File: config.mk
export PLATFORM = sky130hd
export DESIGN_NAME = key_event_gen_flat
export DESIGN_NICKNAME = d
export VERILOG_FILES = /design/src/rtl/key_event_if.sv /design/src/rtl/key_event_gen.sv /design/src/flat_wrapper.sv
export SDC_FILE = /design/constraint.sdc
export NUM_CORES = 1
export LEC_CHECK = 0
export CAP_MARGIN = 20
export CORE_MARGIN = 4
export CORE_UTILIZATION = 25
export CTS_CLUSTER_DIAMETER = 30
export CTS_CLUSTER_SIZE = 10
export DETAILED_ROUTE_END_ITERATION = 8
export PLACE_DENSITY = 0.37
export SLEW_MARGIN = 25
export SYNTH_ARGS = -nofsm -noshare
export SYNTH_HDL_FRONTEND = slang
export SYNTH_SLANG_ARGS = --single-unit
File: constraint.sdc
create_clock -name clk -period 2.62 [get_ports clk]
set_input_delay 0.524 -clock clk [delete_from_list [all_inputs] [get_ports clk]]
set_output_delay 0.524 -clock clk [all_outputs]
set_load 0.05 [all_outputs]
File: src/rtl/key_event_if.sv
// Signal bundle between one push-button conditioner and its consumer.
// slave = conditioner side, master = the side driving the key and consuming events.
interface key_event_if;
  logic key_async;
  logic repeat_en;
  logic pressed;
  logic press_event;
  logic release_event;
  logic repeat_event;
  logic key_event;

  modport slave (
    input  key_async,
    input  repeat_en,
    output pressed,
    output press_event,
    output release_event,
    output repeat_event,
    output key_event
  );

  modport master (
    output key_async,
    output repeat_en,
    input  pressed,
    input  press_event,
    input  release_event,
    input  repeat_event,
    input  key_event
  );
endinterface

File: src/rtl/key_event_gen.sv
// Push-button conditioner: synchronise, debounce, and emit press/release
// pulses plus hold-to-repeat ticks for one raw key.
module key_event_gen #(
  parameter bit          ACTIVE_LOW           = 1'b1,
  parameter int unsigned DEBOUNCE_CYCLES      = 1_000_000,
  parameter int unsigned REPEAT_DELAY_CYCLES  = 25_000_000,
  parameter int unsigned REPEAT_PERIOD_CYCLES = 5_000_000
) (
  input  logic        clk,
  input  logic        reset_n,
  key_event_if.slave  bus
);

  localparam int unsigned DW   = $clog2(DEBOUNCE_CYCLES + 1);
  localparam int unsigned TMAX = (REPEAT_DELAY_CYCLES > REPEAT_PERIOD_CYCLES) ?
                                 REPEAT_DELAY_CYCLES : REPEAT_PERIOD_CYCLES;
  localparam int unsigned TW   = $clog2(TMAX + 1);

  localparam logic [DW-1:0] DB_LAST  = DW'(DEBOUNCE_CYCLES - 1);
  localparam logic [TW-1:0] DLY_LAST = TW'(REPEAT_DELAY_CYCLES - 1);
  localparam logic [TW-1:0] PER_LAST = TW'(REPEAT_PERIOD_CYCLES - 1);
  localparam logic          PIN_IDLE = ACTIVE_LOW;

  typedef enum logic [1:0] {
    ST_IDLE   = 2'd0,
    ST_HELD   = 2'd1,
    ST_REPEAT = 2'd2
  } state_e;

  logic          sync1_q;
  logic          sync2_q;
  logic          stable_q;
  logic [DW-1:0] db_cnt_q;
  logic [TW-1:0] timer_q;
  state_e        state_q;
  logic          press_q;
  logic          release_q;
  logic          repeat_q;
  logic          key_q;

  logic          raw_s;
  logic          accept_s;

  // Normalise polarity and flag the cycle a level change is accepted.
  always_comb begin
    raw_s    = ACTIVE_LOW ? ~sync2_q : sync2_q;
    accept_s = 1'b0;
    if ((raw_s != stable_q) && (db_cnt_q == DB_LAST)) begin
      accept_s = 1'b1;
    end else begin
      accept_s = 1'b0;
    end
  end

  // Synchroniser and debouncer; sync FFs reset to the released pin level.
  always_ff @(posedge clk or negedge reset_n) begin
    if (!reset_n) begin
      sync1_q  <= PIN_IDLE;
      sync2_q  <= PIN_IDLE;
      stable_q <= 1'b0;
      db_cnt_q <= '0;
    end else begin
      sync1_q <= bus.key_async;
      sync2_q <= sync1_q;
      if (raw_s == stable_q) begin
        db_cnt_q <= '0;
      end else if (accept_s) begin
        stable_q <= ~stable_q;
        db_cnt_q <= '0;
      end else if (db_cnt_q < DB_LAST) begin
        db_cnt_q <= db_cnt_q + DW'(1);
      end else begin
        db_cnt_q <= db_cnt_q;
      end
    end
  end

  // Event FSM; reacts to the accept strobe so events line up with stable_q.
  always_ff @(posedge clk or negedge reset_n) begin
    if (!reset_n) begin
      state_q   <= ST_IDLE;
      timer_q   <= '0;
      press_q   <= 1'b0;
      release_q <= 1'b0;
      repeat_q  <= 1'b0;
      key_q     <= 1'b0;
    end else begin
      press_q   <= 1'b0;
      release_q <= 1'b0;
      repeat_q  <= 1'b0;
      key_q     <= 1'b0;
      case (state_q)
        ST_IDLE: begin
          timer_q <= '0;
          if (accept_s && !stable_q) begin
            press_q <= 1'b1;
            key_q   <= 1'b1;
            state_q <= ST_HELD;
          end else begin
            state_q <= ST_IDLE;
          end
        end
        ST_HELD: begin
          // Release takes priority over a coincident timer expiry.
          if (accept_s && stable_q) begin
            release_q <= 1'b1;
            timer_q   <= '0;
            state_q   <= ST_IDLE;
          end else if (timer_q == DLY_LAST) begin
            if (bus.repeat_en) begin
              repeat_q <= 1'b1;
              key_q    <= 1'b1;
              timer_q  <= '0;
              state_q  <= ST_REPEAT;
            end else begin
              timer_q <= timer_q;
            end
          end else begin
            timer_q <= timer_q + TW'(1);
          end
        end
        ST_REPEAT: begin
          if (accept_s && stable_q) begin
            release_q <= 1'b1;
            timer_q   <= '0;
            state_q   <= ST_IDLE;
          end else if (!bus.repeat_en) begin
            timer_q <= timer_q;
          end else if (timer_q == PER_LAST) begin
            repeat_q <= 1'b1;
            key_q    <= 1'b1;
            timer_q  <= '0;
          end else begin
            timer_q <= timer_q + TW'(1);
          end
        end
        default: begin
          state_q <= ST_IDLE;
          timer_q <= '0;
        end
      endcase
    end
  end

  assign bus.pressed       = stable_q;
  assign bus.press_event   = press_q;
  assign bus.release_event = release_q;
  assign bus.repeat_event  = repeat_q;
  assign bus.key_event     = key_q;

endmodule
File: src/flat_wrapper.sv
// flat-port wrapper written by rule: the top's interface ports become plain ports
module key_event_gen_flat 
#(
  parameter bit          ACTIVE_LOW           = 1'b1,
  parameter int unsigned DEBOUNCE_CYCLES      = 1_000_000,
  parameter int unsigned REPEAT_DELAY_CYCLES  = 25_000_000,
  parameter int unsigned REPEAT_PERIOD_CYCLES = 5_000_000
)
  (clk, reset_n, bus_key_async, bus_repeat_en, bus_pressed, bus_press_event, bus_release_event, bus_repeat_event, bus_key_event);
  key_event_if bus_i ();
  input  logic clk;
  input  logic reset_n;
  input wire logic [$bits(bus_i.key_async)-1:0] bus_key_async;
  input wire logic [$bits(bus_i.repeat_en)-1:0] bus_repeat_en;
  output wire logic [$bits(bus_i.pressed)-1:0] bus_pressed;
  output wire logic [$bits(bus_i.press_event)-1:0] bus_press_event;
  output wire logic [$bits(bus_i.release_event)-1:0] bus_release_event;
  output wire logic [$bits(bus_i.repeat_event)-1:0] bus_repeat_event;
  output wire logic [$bits(bus_i.key_event)-1:0] bus_key_event;
  assign bus_i.key_async = bus_key_async;
  assign bus_i.repeat_en = bus_repeat_en;
  assign bus_pressed = bus_i.pressed;
  assign bus_press_event = bus_i.press_event;
  assign bus_release_event = bus_i.release_event;
  assign bus_repeat_event = bus_i.repeat_event;
  assign bus_key_event = bus_i.key_event;
  key_event_gen #(.ACTIVE_LOW(ACTIVE_LOW), .DEBOUNCE_CYCLES(DEBOUNCE_CYCLES), .REPEAT_DELAY_CYCLES(REPEAT_DELAY_CYCLES), .REPEAT_PERIOD_CYCLES(REPEAT_PERIOD_CYCLES)) u_core (.clk(clk), .reset_n(reset_n), .bus(bus_i));
endmodule
==> results of run 1 <==
-- worst register-to-register path, stage by stage (launching register included) --
cell and delay (ns):
dfrtp_1 0.40, or4_4 0.54, nor4_4 0.29, and4_4 0.31, a211oi_4 0.06, o31a_1 0.34, buf_12 0.18, o41ai_2 0.30
-- worst paths after layout --
check | startpoint | end | slack (ns) | cells after the start
hold / removal | reset_n | u_core.db_cnt_q[16] | 0.16 | 1
min in group clk | u_core.sync1_q | u_core.sync2_q | 0.36 | 0
hold reg to reg | u_core.sync1_q | u_core.sync2_q | 0.36 | 0
max in group asynchronous | reset_n | u_core.sync1_q | 1.76 | 2
setup reg to reg | u_core.db_cnt_q[13] | u_core.timer_q[22] | 0.10 | 7
setup / recovery | u_core.db_cnt_q[13] | u_core.timer_q[22] | 0.10 | 7
-- state kept, by name, summed over array words and instances (netlist names) --
signal / count
u_core.bus.key_event: 1
u_core.timer_q: 25
u_core.sync1_q: 1
u_core.bus.repeat_event: 1
u_core.sync2_q: 1
u_core.state_q: 2
u_core.bus.pressed: 1
u_core.db_cnt_q: 20
u_core.bus.press_event: 1
u_core.bus.release_event: 1
-- logic make-up after synthesis --
kind of cell | after synthesis | synth area share
and+or+nand+nor | 146 | 0.244
AOI/OAI and AO/OA | 77 | 0.209
DFF | 54 | 0.441
buffers and inverters | 24 | 0.0342
xor gates and xnor gates | 17 | 0.0485
adders and majority gates | 6 | 0.0244
-- through the flow --
| step | cells | hold slack (ns) | power [mW] |
|---|---|---|---|
| 2_1_floorplan | 324 | 0.228 | 0.873 |
| 3_3_place_gp | 490 | 0.351 | 0.905 |
| 3_5_place_dp | 490 | 0.349 | 0.905 |
| 4_1_cts | 498 | 0.178 | 1.74 |
| 5_1_grt | 498 | 0.197 | 1.77 |
| 6_report | 498 | 0.163 | 1.69 |
-- cell usage after synthesis, types with 2 or more instances --
| library cell | instances |
|---|---|
| or4_1 | 2 |
| o2bb2ai_1 | 2 |
| a211oi_1 | 3 |
| o22ai_1 | 3 |
| a31o_2 | 2 |
| nand2_1 | 40 |
| o31ai_2 | 13 |
| buf_6 | 2 |
| a21o_1 | 2 |
| xnor2_1 | 9 |
| inv_1 | 15 |
| nand2b_1 | 5 |
| nor3_1 | 8 |
| nor4_1 | 5 |
| dfrtp_1 | 52 |
| clkbuf_1 | 7 |
| nand4_1 | 13 |
| nor2_1 | 29 |
| a21oi_1 | 12 |
| o21ai_0 | 13 |
| o21bai_1 | 2 |
| dfstp_2 | 2 |
| and3_1 | 2 |
| o41ai_1 | 3 |
| xor2_1 | 8 |
| nand3_1 | 24 |
| and2_1 | 2 |
| or4bb_1 | 2 |
| ha_1 | 6 |
| o2bb2a_1 | 14 |
| or3_1 | 6 |
| a211o_1 | 2 |
-- report_power, final --
group,total (mW),switching [mW],internal [mW]
clock network,0.807,0.326,0.481
logic,0.0399,0.0287,0.0112
registers,0.846,0.00661,0.839
-- cell type report --
class	instances	area, um^2
clock inverter	2	38.8
multi-input combinational	246	1640
fill	1289	8340
clock buffer	6	139
timing repair buffer	28	263
tap	147	184
sequential	54	1350
inverter	15	56.3
-- routing by layer --
metal,up-vias,routed length [um],GRT usage
met5,-,0,0
met4,0,133,0.0434
met3,7,187,0.0242
met2,28,3520,0.173
met1,1203,3890,0.162
li1,1238,-,-
==> flow_summary.toml, run 1 <==
[logic_synthesis]
avgSynthCellArea_um2 = 9.48
netlist.area_leader.share = 0.424
synthFlopType = "dfrtp_1"
syn_inst = 324
syn_nets = 334
synthTopCellsByArea = "dfrtp_1 (42%), o31ai_2 (5.3%), nand2_1 (4.9%)"
synth.distinct_cells = 46
syn_area_um2 = 3070
yosys.area.top_type = "dfrtp_1"
synth_seq_cells = 54
seq_area_frac_synth = 0.441
ys_warn_count = 0
synthArstFlopShare = 1.00
synth-edff-count = 0

[worst_setup_path]
required_ns = 2.82
cp_data_arrival_time_ns = 2.72
slowest_delay_ns = 0.54
cp_max_fo = 23
crit_chain = "or4_4 > nor4_4 > and4_4 > a211oi_4 > o31a_1 > buf_12 > o41ai_2"
start_kind = "flip-flop"
crit_slowest_cell = "or4_4"
setup.worst_path.end_class = "flip-flop"
cp_top_family = "simple AND/OR/NAND/NOR gates"
worst-path-buf-inv = 1
crit_type = "reg -> reg"

[place]
port_buffers = 8
hpwl_mm = 5.41
place_area_um2 = 3470
dp_slack_ns = 0.0538
place_congestion = 0.765

[clock_network]
clock_latency_ns = 0.30
clock-sinks = 54
clk_pin_slew_worst_paths_ns = 0.07
cts-hold-fix-buffers = 0
cts_root_buf = "clkbuf_16"
cts_tree = "done"
cts_resized = 0
cts_setup_buffers = 0
cts_buffers = 5
clockBufferDepth = 2
cts-htree-levels = 2

[floorplanning]
fp.dieH_um = 119
placementRows = 40
num_io_pins = 9
fp.coreArea_um2 = 12000
die_x_um = 119
dieArea_um2 = 14100
initial_core_util = 0.256

[cells_and_area]
final_util = 0.306
final_cell_mix = "dfrtp_1 (52), nand2_1 (40), nor2_1 (29), nand3_1 (24), buf_4 (17)"
diodes = 0
finalInstanceArea_um2 = 3680
drive_gt1_frac = 0.157
area_delta_synth_final_pct = 19.7
finalNetCount = 360
layout_commonest_cell = "dfrtp_1"

[grt]
globalRouteOverflowTotal = 0
antenna_found_initial = 0
grt_usage = 0.115
grt_pass1_vias = 2425
grt_max_degree = 28
grt_pass1_wl_mm = 13.0

[routing]
drc = 0
wl_per_cell_um = 15.5
first_pass_iters = 4
drt_iter0_drc = 154
ant_nets = 0
drt_wl_total_mm = 7.72
via_per_inst = 4.97
via_count = 2476

[timing]
fin_crit_sh = 0.961
setup_viol_count_final = 0
worst_slew_pin_slew_ns = 0.647
max_slew_margin = 0.569
clock_skew_ns = 0.0114
hold_violations = 0
fin_ws_ns = 0.102
finalMaxSlewViolations = 0
fmax_ghz = 0.397
rsz0062_at_grt = "true"
fin_setup_tns_ns = 0
period_minus_slack_ns = 2.52

[power]
leakage_nw = 1.36
ir_drop_mv = 0.207
p_per_area_nw_per_um2 = 460

[outcome]
status = "completed"

[run]
maxCapViolations = 0

[hold_path]
hold_class = "in -> async"
Note: power is estimated with default switching activity, not from simulation.
==> run 2, diff against run 1 <==
SKIP_LAST_GASP = 1   (was unset)
==> run 2 against run 1 <==
- sequential cell count stayed put
- clock-buffer cell count stayed put
- core utilization stayed put
==> flow_summary.toml, run 2 (synthesized netlist as in run 1, its figures left out) <==
[place]
port_buffers = 8
place_congestion = 0.765
dp_slack_ns = 0.0538
place_area_um2 = 3470
hpwl_mm = 5.41
dpl.cell_count = 490

[cells_and_area]
final_cell_mix = "dfrtp_1 (52), nand2_1 (40), nor2_1 (29), nand3_1 (24), buf_4 (17)"
final_util = 0.306
layoutNonFillerInstCount = 498
diodes = 0
largest_register_ffs = 25
drive_gt1_frac = 0.157
finalInstanceArea_um2 = 3680
largest_register = "u_core.timer_q"
finalNetCount = 360
area_delta_synth_final_pct = 19.7
top_regs = "u_core.timer_q: 25 flops, u_core.db_cnt_q: 20 flops, u_core.state_q: 2 flops"
layout_commonest_cell = "dfrtp_1"

[grt]
grt_usage = 0.115
grt_max_degree = 28
antenna_found_initial = 0
globalRouteOverflowTotal = 0
grt_pass1_vias = 2425
grt_pass1_wl_mm = 13.0

[timing]
clock_skew_ns = 0.0112
fin_crit_sh = 0.961
whs_ns = 0.164
fmax_ghz = 0.397
worst_slew_pin_slew_ns = 0.647
period_minus_slack_ns = 2.52
setup_viol_count_final = 0
fin_ws_ns = 0.102
rsz0062_at_grt = "true"
finalMaxSlewViolations = 0
max_slew_margin = 0.569
hold_violations = 0

[clock_network]
cts_setup_buffers = 0
cts_root_buf = "clkbuf_16"
cts_tree = "done"
clockBufferDepth = 2
cts_buffers = 5
cts-htree-levels = 2
cts-hold-fix-buffers = 0
clock_latency_ns = 0.30
clock-sinks = 54
clk_pin_slew_worst_paths_ns = 0.07

[routing]
first_pass_iters = 4
drt_wl_total_mm = 7.72
wl_per_cell_um = 15.5
ant_nets = 0
drc = 0
drt_iter0_drc = 147
via_per_inst = 4.97
via_count = 2475

[floorplanning]
initial_core_util = 0.256
fp.coreArea_um2 = 12000
placementRows = 40
fp.dieH_um = 119
dieArea_um2 = 14100
die_x_um = 119
num_io_pins = 9

[worst_setup_path]
r2r_cells = 7
r2r_start = "u_core.db_cnt_q[13]"
cp_data_arrival_time_ns = 2.72
crit_type = "reg -> reg"
r2r-end = "u_core.timer_q[22]"
required_ns = 2.82
start_kind = "flip-flop"
rrSetupSlack_ns = 0.10
cp_max_fo = 23
setup.worst_path.end_class = "flip-flop"

[power]
leakage_nw = 1.36
ir_drop_mv = 0.207
p_per_area_nw_per_um2 = 460

[hold_path]
hold_class = "in -> async"

[outcome]
status = "completed"

[run]
maxCapViolations = 0
-- run 2: cell counts in the layout (fill, tap and decap cells not counted) --
Identical to the previous run, type by type.
-- run 2: worst max path at each step --
| stage | from | to | slack (ns) | cells after the start |
|---|---|---|---|---|
| after floorplan | u_core.db_cnt_q[12] | u_core.timer_q[24] | 0.17 | 7 |
| after detailed placement | u_core.db_cnt_q[13] | u_core.timer_q[22] | 0.05 | 7 |
| after global routing | u_core.db_cnt_q[13] | u_core.timer_q[22] | -0.03 | 7 |
| after CTS | u_core.db_cnt_q[13] | u_core.timer_q[22] | 0.04 | 7 |
| after global placement | u_core.db_cnt_q[13] | u_core.timer_q[22] | 0.12 | 7 |
| final | u_core.db_cnt_q[13] | u_core.timer_q[22] | 0.10 | 7 |
-- run 2: final cells by class --
class / count / area (um^2)
Clock inverter: 2 / 38.8
Timing Repair Buffer: 28 / 263
Tap cell: 147 / 184
Multi-Input combinational cell: 246 / 1640
Sequential cell: 54 / 1350
Inverter: 15 / 56.3
Fill cell: 1289 / 8340
Clock buffer: 6 / 139
-- run 2: worst max-delay path: stages (launching register included) --
cell and delay, ns:
dfrtp_1 0.40, or4_4 0.54, nor4_4 0.29, and4_4 0.31, a211oi_4 0.06, o31a_1 0.34
buf_12 0.18, o41ai_2 0.29
-- run 2: routing by layer --
layer,global-route usage,up-vias,part of all wire
met5,0,-,0
met4,0.0434,0,0.017
met3,0.0242,7,0.024
met2,0.173,28,0.46
met1,0.162,1202,0.50
li1,-,1238,-
-- run 2: stage by stage --
step / setup TNS [ns] / power (mW)
4_1_cts: 0 / 1.74
6_report: 0 / 1.69
5_1_grt: -0.0406 / 1.77
3_5_place_dp: 0 / 0.905
2_1_floorplan: 0 / 0.873
3_3_place_gp: 0 / 0.905
-- run 2: report_power, final --
| group | switching (mW) | internal [mW] | total [mW] |
|---|---|---|---|
| Combinational | 0.0287 | 0.0112 | 0.0399 |
| Clock | 0.325 | 0.481 | 0.807 |
| Sequential | 0.00661 | 0.839 | 0.846 |
-- run 2: what timing repair did --
item / CTS / global route
resized for setup: 0 / 4
setup endpoints to repair: 0 / 10
hold endpoints to repair: 0 / 0
==> run 3, diff against run 2 <==
CORE_MARGIN = unset   (was 4)
==> run 3 against run 2 <==
- combinational power grew 4%
- sequential share of layout area rose by 0.46 points
- die area shrank 9.8%
- critical path depth stayed put
- clock power fell by 19%
- setup slack improved by 0.00074 ns
- largest cell class unchanged
- highest routed layer unchanged
==> flow_summary.toml, run 3 (synthesized netlist as in run 1, its figures left out) <==
[outcome]
status = "completed"

[cells_and_area]
area_delta_synth_final_pct = 18.2
fillers = 1273
finalNetCount = 359
layout_commonest_cell = "dfrtp_1"
multiInputGateArea_um2 = 1630
seqCellArea_um2 = 1350
diodes = 0
largest_register = "u_core.timer_q"
top_regs = "u_core.timer_q: 25 flops, u_core.db_cnt_q: 20 flops, u_core.state_q: 2 flops"
drive_gt1_frac = 0.146
largest_register_ffs = 25
final_cell_mix = "dfrtp_1 (52), nand2_1 (40), nor2_1 (29), nand3_1 (24)"

[clock_network]
clockBufferDepth = 2
cts-htree-levels = 2
cts_tree = "done"
cts_buffers = 5
cts-hold-fix-buffers = 0
cts_root_buf = "clkbuf_16"
clock-sinks = 54
clock_latency_ns = 0.30
clk_pin_slew_worst_paths_ns = 0.07

[worst_setup_path]
rrSetupSlack_ns = 0.10
crit_type = "reg -> reg"
start_kind = "flip-flop"
cp_max_fo = 23
required_ns = 2.82
cp_data_arrival_time_ns = 2.71
setup.worst_path.end_class = "flip-flop"
r2r_start = "u_core.db_cnt_q[13]"
crit_start = "u_core.db_cnt_q[13]"

[grt]
grt_max_degree = 55
grt_usage = 0.134
grt_pass1_vias = 2495
antenna_found_initial = 0
globalRouteOverflowTotal = 0
grt_pass1_wl_mm = 13.1

[floorplanning]
fp.coreArea_um2 = 12000
dieArea_um2 = 12700
num_io_pins = 9
die_x_um = 113
initial_core_util = 0.256
placementRows = 40
fp.dieH_um = 113

[timing]
fin_crit_sh = 0.961
max_slew_margin = 0.507
finalMaxSlewViolations = 0
clock_skew_ns = 0.00841
fmax_ghz = 0.397
setup_viol_count_final = 0
worst_slew_pin_slew_ns = 0.739
rsz0062_at_grt = "false"
period_minus_slack_ns = 2.52
hold_violations = 0
fin_setup_tns_ns = 0

[routing]
first_pass_iters = 4
wl_per_cell_um = 15.3
via_per_inst = 5.00
drt_iter0_drc = 117
ant_nets = 0
drc = 0
drt_wl_total_mm = 7.57
via_count = 2481

[power]
ir_drop_mv = 0.211
leakage_nw = 1.32
total_power_mw = 1.54
p_per_area_nw_per_um2 = 425

[place]
port_buffers = 8
hpwl_mm = 5.04
place_congestion = 0.726

[hold_path]
hold_class = "in -> async"

[run]
maxCapViolations = 0
[run 3: cell types whose count changed in the layout (fill, tap and decap cells not counted)]
cell        delta
nor4_1         -1
bufinv_16      -1
clkbuf_1       +1
o41ai_1        +2
buf_4          -2
clkinvlp_4     +1
clkbuf_8       -1
buf_12         +1
nor4_2         +1
o41ai_2        -2
inv_6          -1
[run 3: layout make-up]
class / count / share of cell area
clock buffers: 6 / 0.0355
clock inverters: 1 / 0.00207
inverters: 15 / 0.0155
multi-input cells: 246 / 0.450
flip-flops and latches: 54 / 0.373
well taps: 147 / 0.0507
repair buffers: 27 / 0.0737
[run 3: path summary, 6_finish.rpt]
| kind | endpoint | depth (start not counted) |
|---|---|---|
| max reg2reg | u_core.timer_q[22] | 7 |
| min in group clk | u_core.sync2_q | 0 |
| min | u_core.db_cnt_q[18] | 2 |
| max | u_core.timer_q[22] | 7 |
| max in group asynchronous | u_core.sync2_q | 2 |
| min reg2reg | u_core.sync2_q | 0 |
[run 3: power by group]
group / total (mW) / internal, mW / switching [mW]
combinational: 0.0415 / 0.0125 / 0.0290
sequential: 0.846 / 0.840 / 0.00662
clock: 0.654 / 0.350 / 0.304
total: 1.54 / 1.20 / 0.339
[run 3: metrics by stage]
step / utilization / worst slack [ns] / std cells / hold slack (ns) / area, um^2
finish: 0.302 / 0.103 / 496 / 0.211 / 3630
global route: 0.302 / 0.000751 / 496 / 0.236 / 3630
CTS: 0.300 / 0.0625 / 495 / 0.221 / 3600
detailed placement: 0.289 / 0.0826 / 488 / 0.347 / 3470
global placement: 0.289 / 0.122 / 488 / 0.349 / 3470
floorplan: - / 0.165 / 324 / 0.228 / 3070
[run 3: repair_timing]
action	in CTS	in global routing
setup endpoints to repair	0	14
buffers inserted	0	1
gates resized for setup	0	3
[run 3: critical path, stage by stage, from the launching register on]
cell      delay (ns)
dfrtp_1         0.41
or4_4           0.54
nor4_4          0.29
and4_4          0.29
a211oi_4        0.06
o31a_1          0.34
buf_12          0.18
o41ai_1         0.29
[run 3: layer usage]
layer  global-route usage  part of all wire  vias up
met5                    0                 0        -
met4               0.0560             0.017        0
met3               0.0257             0.019        8
met2                0.213              0.46       17
met1                0.177              0.50     1218
li1                     -                 -     1238
